==> src/rtl/sqrt_iter_ctrl.sv <==
// rtl/sqrt_iter_ctrl.sv - iterative restoring integer square root, one root bit per cycle
// Uses an external CLA adder (ADD_W = N+3) as a subtractor; valid/ready on both sides.
module sqrt_iter_ctrl #(
  parameter int N = 8
) (
  input  logic             clk_i,
  input  logic             rst_n_i,
  input  logic             in_valid_i,
  output logic             in_ready_o,
  input  logic [2*N-1:0]   radicand_i,
  output logic             out_valid_o,
  input  logic             out_ready_i,
  output logic [N-1:0]     root_o,
  output logic [N:0]       rem_o,
  output logic [N+2:0]     add_a_o,
  output logic [N+2:0]     add_b_o,
  output logic             add_ci_o,
  input  logic [N+2:0]     add_s_i,
  input  logic             add_co_i
);

  localparam int ADD_W = N + 3;
  localparam int CNT_W = (N > 1) ? $clog2(N) : 1;

  typedef enum logic [1:0] {
    S_IDLE = 2'd0,
    S_ITER = 2'd1,
    S_DONE = 2'd2
  } state_t;

  state_t           state_q, state_d;
  logic [2*N-1:0]   xsh_q, xsh_d;
  logic [N:0]       r_q, r_d;
  logic [N-1:0]     q_q, q_d;
  logic [CNT_W-1:0] cnt_q, cnt_d;

  logic [ADD_W-1:0] trial;
  logic [ADD_W-1:0] sub;

  // Trial remainder brings down the next two radicand bits; subtrahend is 4Q+1.
  assign trial = {r_q, xsh_q[2*N-1 -: 2]};
  assign sub   = {1'b0, q_q, 2'b01};

  // Upper sum/trial bits are zero by the R <= 2Q invariant whenever they are kept.
  logic unused_hi;
  assign unused_hi = ^{add_s_i[ADD_W-1:N+1], trial[ADD_W-1:N+1]};

  always_ff @(posedge clk_i) begin
    if (!rst_n_i) begin
      state_q <= S_IDLE;
      xsh_q   <= '0;
      r_q     <= '0;
      q_q     <= '0;
      cnt_q   <= '0;
    end else begin
      state_q <= state_d;
      xsh_q   <= xsh_d;
      r_q     <= r_d;
      q_q     <= q_d;
      cnt_q   <= cnt_d;
    end
  end

  always_comb begin
    state_d     = state_q;
    xsh_d       = xsh_q;
    r_d         = r_q;
    q_d         = q_q;
    cnt_d       = cnt_q;
    in_ready_o  = 1'b0;
    out_valid_o = 1'b0;
    add_a_o     = '0;
    add_b_o     = '0;
    add_ci_o    = 1'b0;

    case (state_q)
      S_IDLE: begin
        in_ready_o = 1'b1;
        if (in_valid_i) begin
          xsh_d   = radicand_i;
          r_d     = '0;
          q_d     = '0;
          cnt_d   = CNT_W'(N - 1);
          state_d = S_ITER;
        end
      end

      S_ITER: begin
        add_a_o  = trial;
        add_b_o  = ~sub;
        add_ci_o = 1'b1;
        // Carry-out set means no borrow: the trial subtraction is kept.
        if (add_co_i) begin
          r_d = add_s_i[N:0];
          q_d = {q_q[N-2:0], 1'b1};
        end else begin
          r_d = trial[N:0];
          q_d = {q_q[N-2:0], 1'b0};
        end
        xsh_d = xsh_q << 2;
        if (cnt_q == '0) begin
          state_d = S_DONE;
        end else begin
          cnt_d = cnt_q - CNT_W'(1);
        end
      end

      S_DONE: begin
        out_valid_o = 1'b1;
        if (out_ready_i) begin
          state_d = S_IDLE;
        end
      end

      default: begin
        state_d = S_IDLE;
      end
    endcase
  end

  assign root_o = q_q;
  assign rem_o  = r_q;

endmodule

==> config.mk <==
export PLATFORM = sky130hd
export DESIGN_NAME = sqrt_iter_ctrl
export DESIGN_NICKNAME = d
export VERILOG_FILES = /design/src/rtl/sqrt_iter_ctrl.sv
export SDC_FILE = /design/constraint.sdc
export NUM_CORES = 1
export LEC_CHECK = 0
export ABC_AREA = 0
export CORE_MARGIN = 10
export CORE_UTILIZATION = 30
export DETAILED_ROUTE_END_ITERATION = 12
export HOLD_SLACK_MARGIN = 0.12
export PLACE_DENSITY = 0.67
export RECOVER_POWER = 100
export SYNTH_ARGS = -nofsm -noshare
export SYNTH_HDL_FRONTEND = slang
export SYNTH_SLANG_ARGS = --single-unit
==> constraint.sdc <==
create_clock -name clk_i -period 1.5 [get_ports clk_i]
set_clock_uncertainty 0.2 [all_clocks]
set_input_delay 0.3 -clock clk_i [delete_from_list [all_inputs] [get_ports clk_i]]
set_output_delay 0.3 -clock clk_i [all_outputs]
set_load 0.01 [all_outputs]
==> impl_metrics.env <==
export IMPL_status="finished with violations"
export IMPL_violations="setup timing"
export IMPL_criticalPathCategory="reg2out"
export IMPL_drv_slew=0
export IMPL_cap_violations=0
export IMPL_vdd_ir_drop_max_uv=386
export IMPL_drive_gt1_share_pct=54.8
export IMPL_syn_area_um2=1870
export IMPL_grt_overflow=0
export IMPL_hold_violations=0
export IMPL_rsz0062_at_grt="true"
export IMPL_synth_seq_cells=38
export IMPL_grt_max_degree=18
export IMPL_core_rowCount=28
export IMPL_r2r_start="state_q[1]"
export IMPL_instances_no_fill=369
export IMPL_r2r_end="root_o[1]"
export IMPL_grt_use_total_pct=11.0
export IMPL_synth_warnings=0
export IMPL_die_x_um=98.9
export IMPL_wl_met2_um=2790
export IMPL_seqCellArea_um2=776
export IMPL_drtPass1Iterations=4
export IMPL_hp_class="reg2reg"
export IMPL_totalPowerFinal_mw=2.95
export IMPL_syn_num_nets=227
export IMPL_critical_path_max_stage_delay_ps=330
export IMPL_routed_wl_um=5770
export IMPL_crit_top_cell="buf_6"
export IMPL_antenna_found_initial=0
export IMPL_cts_root_buf="clkbuf_8"
export IMPL_synth_area_leaders="dfxtp_1, nor2_1, mux2i_1, a22oi_1, a211oi_2"
export IMPL_startpoint_type="flip-flop"
export IMPL_layout_setup_ws_ps=-231
export IMPL_clockBufferDepth=2
export IMPL_grt_first_pass_wirelength_um=8900
export IMPL_yosys_area_top_type_share_pct=40.7
export IMPL_holdBufCountCts=0
export IMPL_gp_congestion=0.735
export IMPL_numCtsBuffers=5
export IMPL_power_density_nw_per_um2=895
export IMPL_grt_pass1_vias=1728
export IMPL_place_port_buffers=70
export IMPL_yosys_area_top_type="dfxtp_1"
export IMPL_synthCells=193
export IMPL_fin_crit_sh_pct=115
export IMPL_place_area_um2=2790
export IMPL_start_util_pct=31.2
export IMPL_wl_per_cell_um=15.6
export IMPL_endpoint_kind="output port"
export IMPL_fin_setup_tns_ps=-5690
export IMPL_worstSetupEndpoint="add_a_o[8]"
export IMPL_cp_slowest_cell="dfxtp_2"
export IMPL_io_pins=74
export IMPL_cts_sinks=38
export IMPL_fillers=548
export IMPL_clk_pin_slew_worst_paths_ps=70
export IMPL_reg2reg_setup_slack_ps=-110
export IMPL_htree_levels=2
export IMPL_die_area_um2=9780
export IMPL_diodes=0
export IMPL_routed_top_layer="met4"
export IMPL_nets=327
export IMPL_critPathMaxFanout=7
export IMPL_required_ps=1000
export IMPL_max_slew_margin_pct=57.8
export IMPL_m1WireLength_um=2550
export IMPL_dr_first_iter_drc_count=50
export IMPL_final_area_um2=3300
export IMPL_p_leak_nw=1.40
export IMPL_cp_cell_sequence="nand2b_4 -> inv_4 -> buf_6 -> and2_4 -> buf_6"
export IMPL_vias=1747
export IMPL_drc=0
export IMPL_finalSetupViolCount=44
export IMPL_cts_tree="built"
export IMPL_dp_hpwl_um=3860
export IMPL_tightest_slew_ps=631
export IMPL_chipHeight_um=98.9
export IMPL_synth_seq_area_share_pct=40.7
export IMPL_fmaxAchievable_ghz=0.578
export IMPL_multi_input_area_um2=1210
export IMPL_routed_via_density=4.73
export IMPL_ant_nets=0
export IMPL_cp_arrival_ps=1230
export IMPL_clk_latency_ps=290
export IMPL_fin_crit_ps=1730
export IMPL_crit_start="state_q[1]"
export IMPL_coreArea_um2=5990
export IMPL_yosysUniqueCellTypes=28
export IMPL_post_place_ws_ps=-483
export IMPL_syn2layout_area_growth_pct=76.6
export IMPL_dp_cells=350
export IMPL_rr_worst_depth=7
export IMPL_dr_wl_met3_um=337
export IMPL_syn_avg_cell_area_um2=9.68
-- repair_timing --
item	4_1_cts	5_1_grt
resized for setup	158	62
setup buffers	5	2
setup endpoints to repair	69	64
pin swaps	12	17
gates cloned	2	2
-- worst min-delay path by stage --
stage / to / start / slack, ps / cells past startpoint
final: cnt_q[0] / cnt_q[0] / 280 / 2
after global routing: cnt_q[0] / cnt_q[0] / 300 / 2
after CTS: xsh_q[1] / xsh_q[1] / 280 / 2
after detailed placement: xsh_q[1] / xsh_q[1] / 270 / 2
after global placement: cnt_q[0] / cnt_q[0] / 260 / 2
after floorplan: cnt_q[0] / cnt_q[0] / 250 / 2
-- stage by stage --
| step | utilization, % | hold slack (ps) |
|---|---|---|
| final | 55.1 | 281 |
| after global routing | 55.1 | 302 |
| after CTS | 50.1 | 282 |
| after detailed placement | 46.6 | 271 |
| after global placement | 46.6 | 264 |
| after floorplan | - | 253 |
-- layout by cell type, fill, tap and decap left out, types with 3 or more instances in the layout --
cell type	n
buf_4	26
nor2_2	10
clkbuf_16	3
dfxtp_2	6
buf_6	23
dlygate4sd2_1	15
nor2_1	31
clkbuf_8	6
clkdlybuf4s15_1	3
a22oi_2	16
and2_4	10
mux2_2	9
clkdlybuf4s50_1	28
buf_12	4
buf_2	9
mux2i_1	10
a211oi_2	14
dfxtp_1	30
inv_1	3
mux2i_2	3
-- cells by family after synthesis --
family	share of synthesized area (%)
adder cells (fa/ha/maj)	1.34
AND/OR/NAND/NOR	15.5
flip-flops	40.7
other	0.201
multiplexers	12.9
buffers and inverters	9.51
AO/OA/AOI/OAI	19.8
-- state kept, by name, indices dropped and copies added, names as in the netlist --
register and cells:
state_q 2, xsh_q 16, rem_o 9, cnt_q 3, root_o 8
-- layout make-up --
type	count	area share, %
clock buffer	7	2.62
clock inverter	1	0.152
inverter	6	0.758
multi-input combinational	130	36.7
sequential	38	23.5
tap	75	2.84
timing repair buffer	111	33.2
timing repair inverter	1	0.228
-- routing by layer --
layer	vias to the layer above	track usage, %
met5	-	0
met4	0	4.30
met3	7	3.77
met2	51	17.8
met1	821	13.1
li1	868	-
-- synth_stat cells --
cell	count
a211oi_1	4
a211oi_2	10
a21o_1	2
a21oi_1	3
a221oi_1	2
a22oi_1	18
and2_1	11
buf_1	1
buf_12	2
buf_2	5
buf_4	6
buf_6	3
clkbuf_1	2
conb_1	1
dfxtp_1	38
ha_1	2
inv_1	5
inv_2	1
mux2_2	9
mux2i_1	14
nand2b_1	3
nand4bb_1	2
nor2_1	43
nor2b_1	1
nor3b_2	1
o21ai_0	2
o21ba_1	1
o21bai_2	1
-- critical path: cells and delay by family, from the launching register on --
family                 cells  cell delay [ps]
AND/OR/NAND/NOR            2              310
flip-flops                 1              330
buffers and inverters      3              290
-- power by group --
part / leakage [nW] / switching (mW) / internal (mW) / total, mW
Sequential: 0.316 / 0.0558 / 1.09 / 1.15
Combinational: 1.04 / 0.481 / 0.584 / 1.06
Clock: 0.0482 / 0.368 / 0.371 / 0.739
Total: 1.40 / 0.905 / 2.05 / 2.95
No activity file was read; power rests on OpenSTA's default activity.
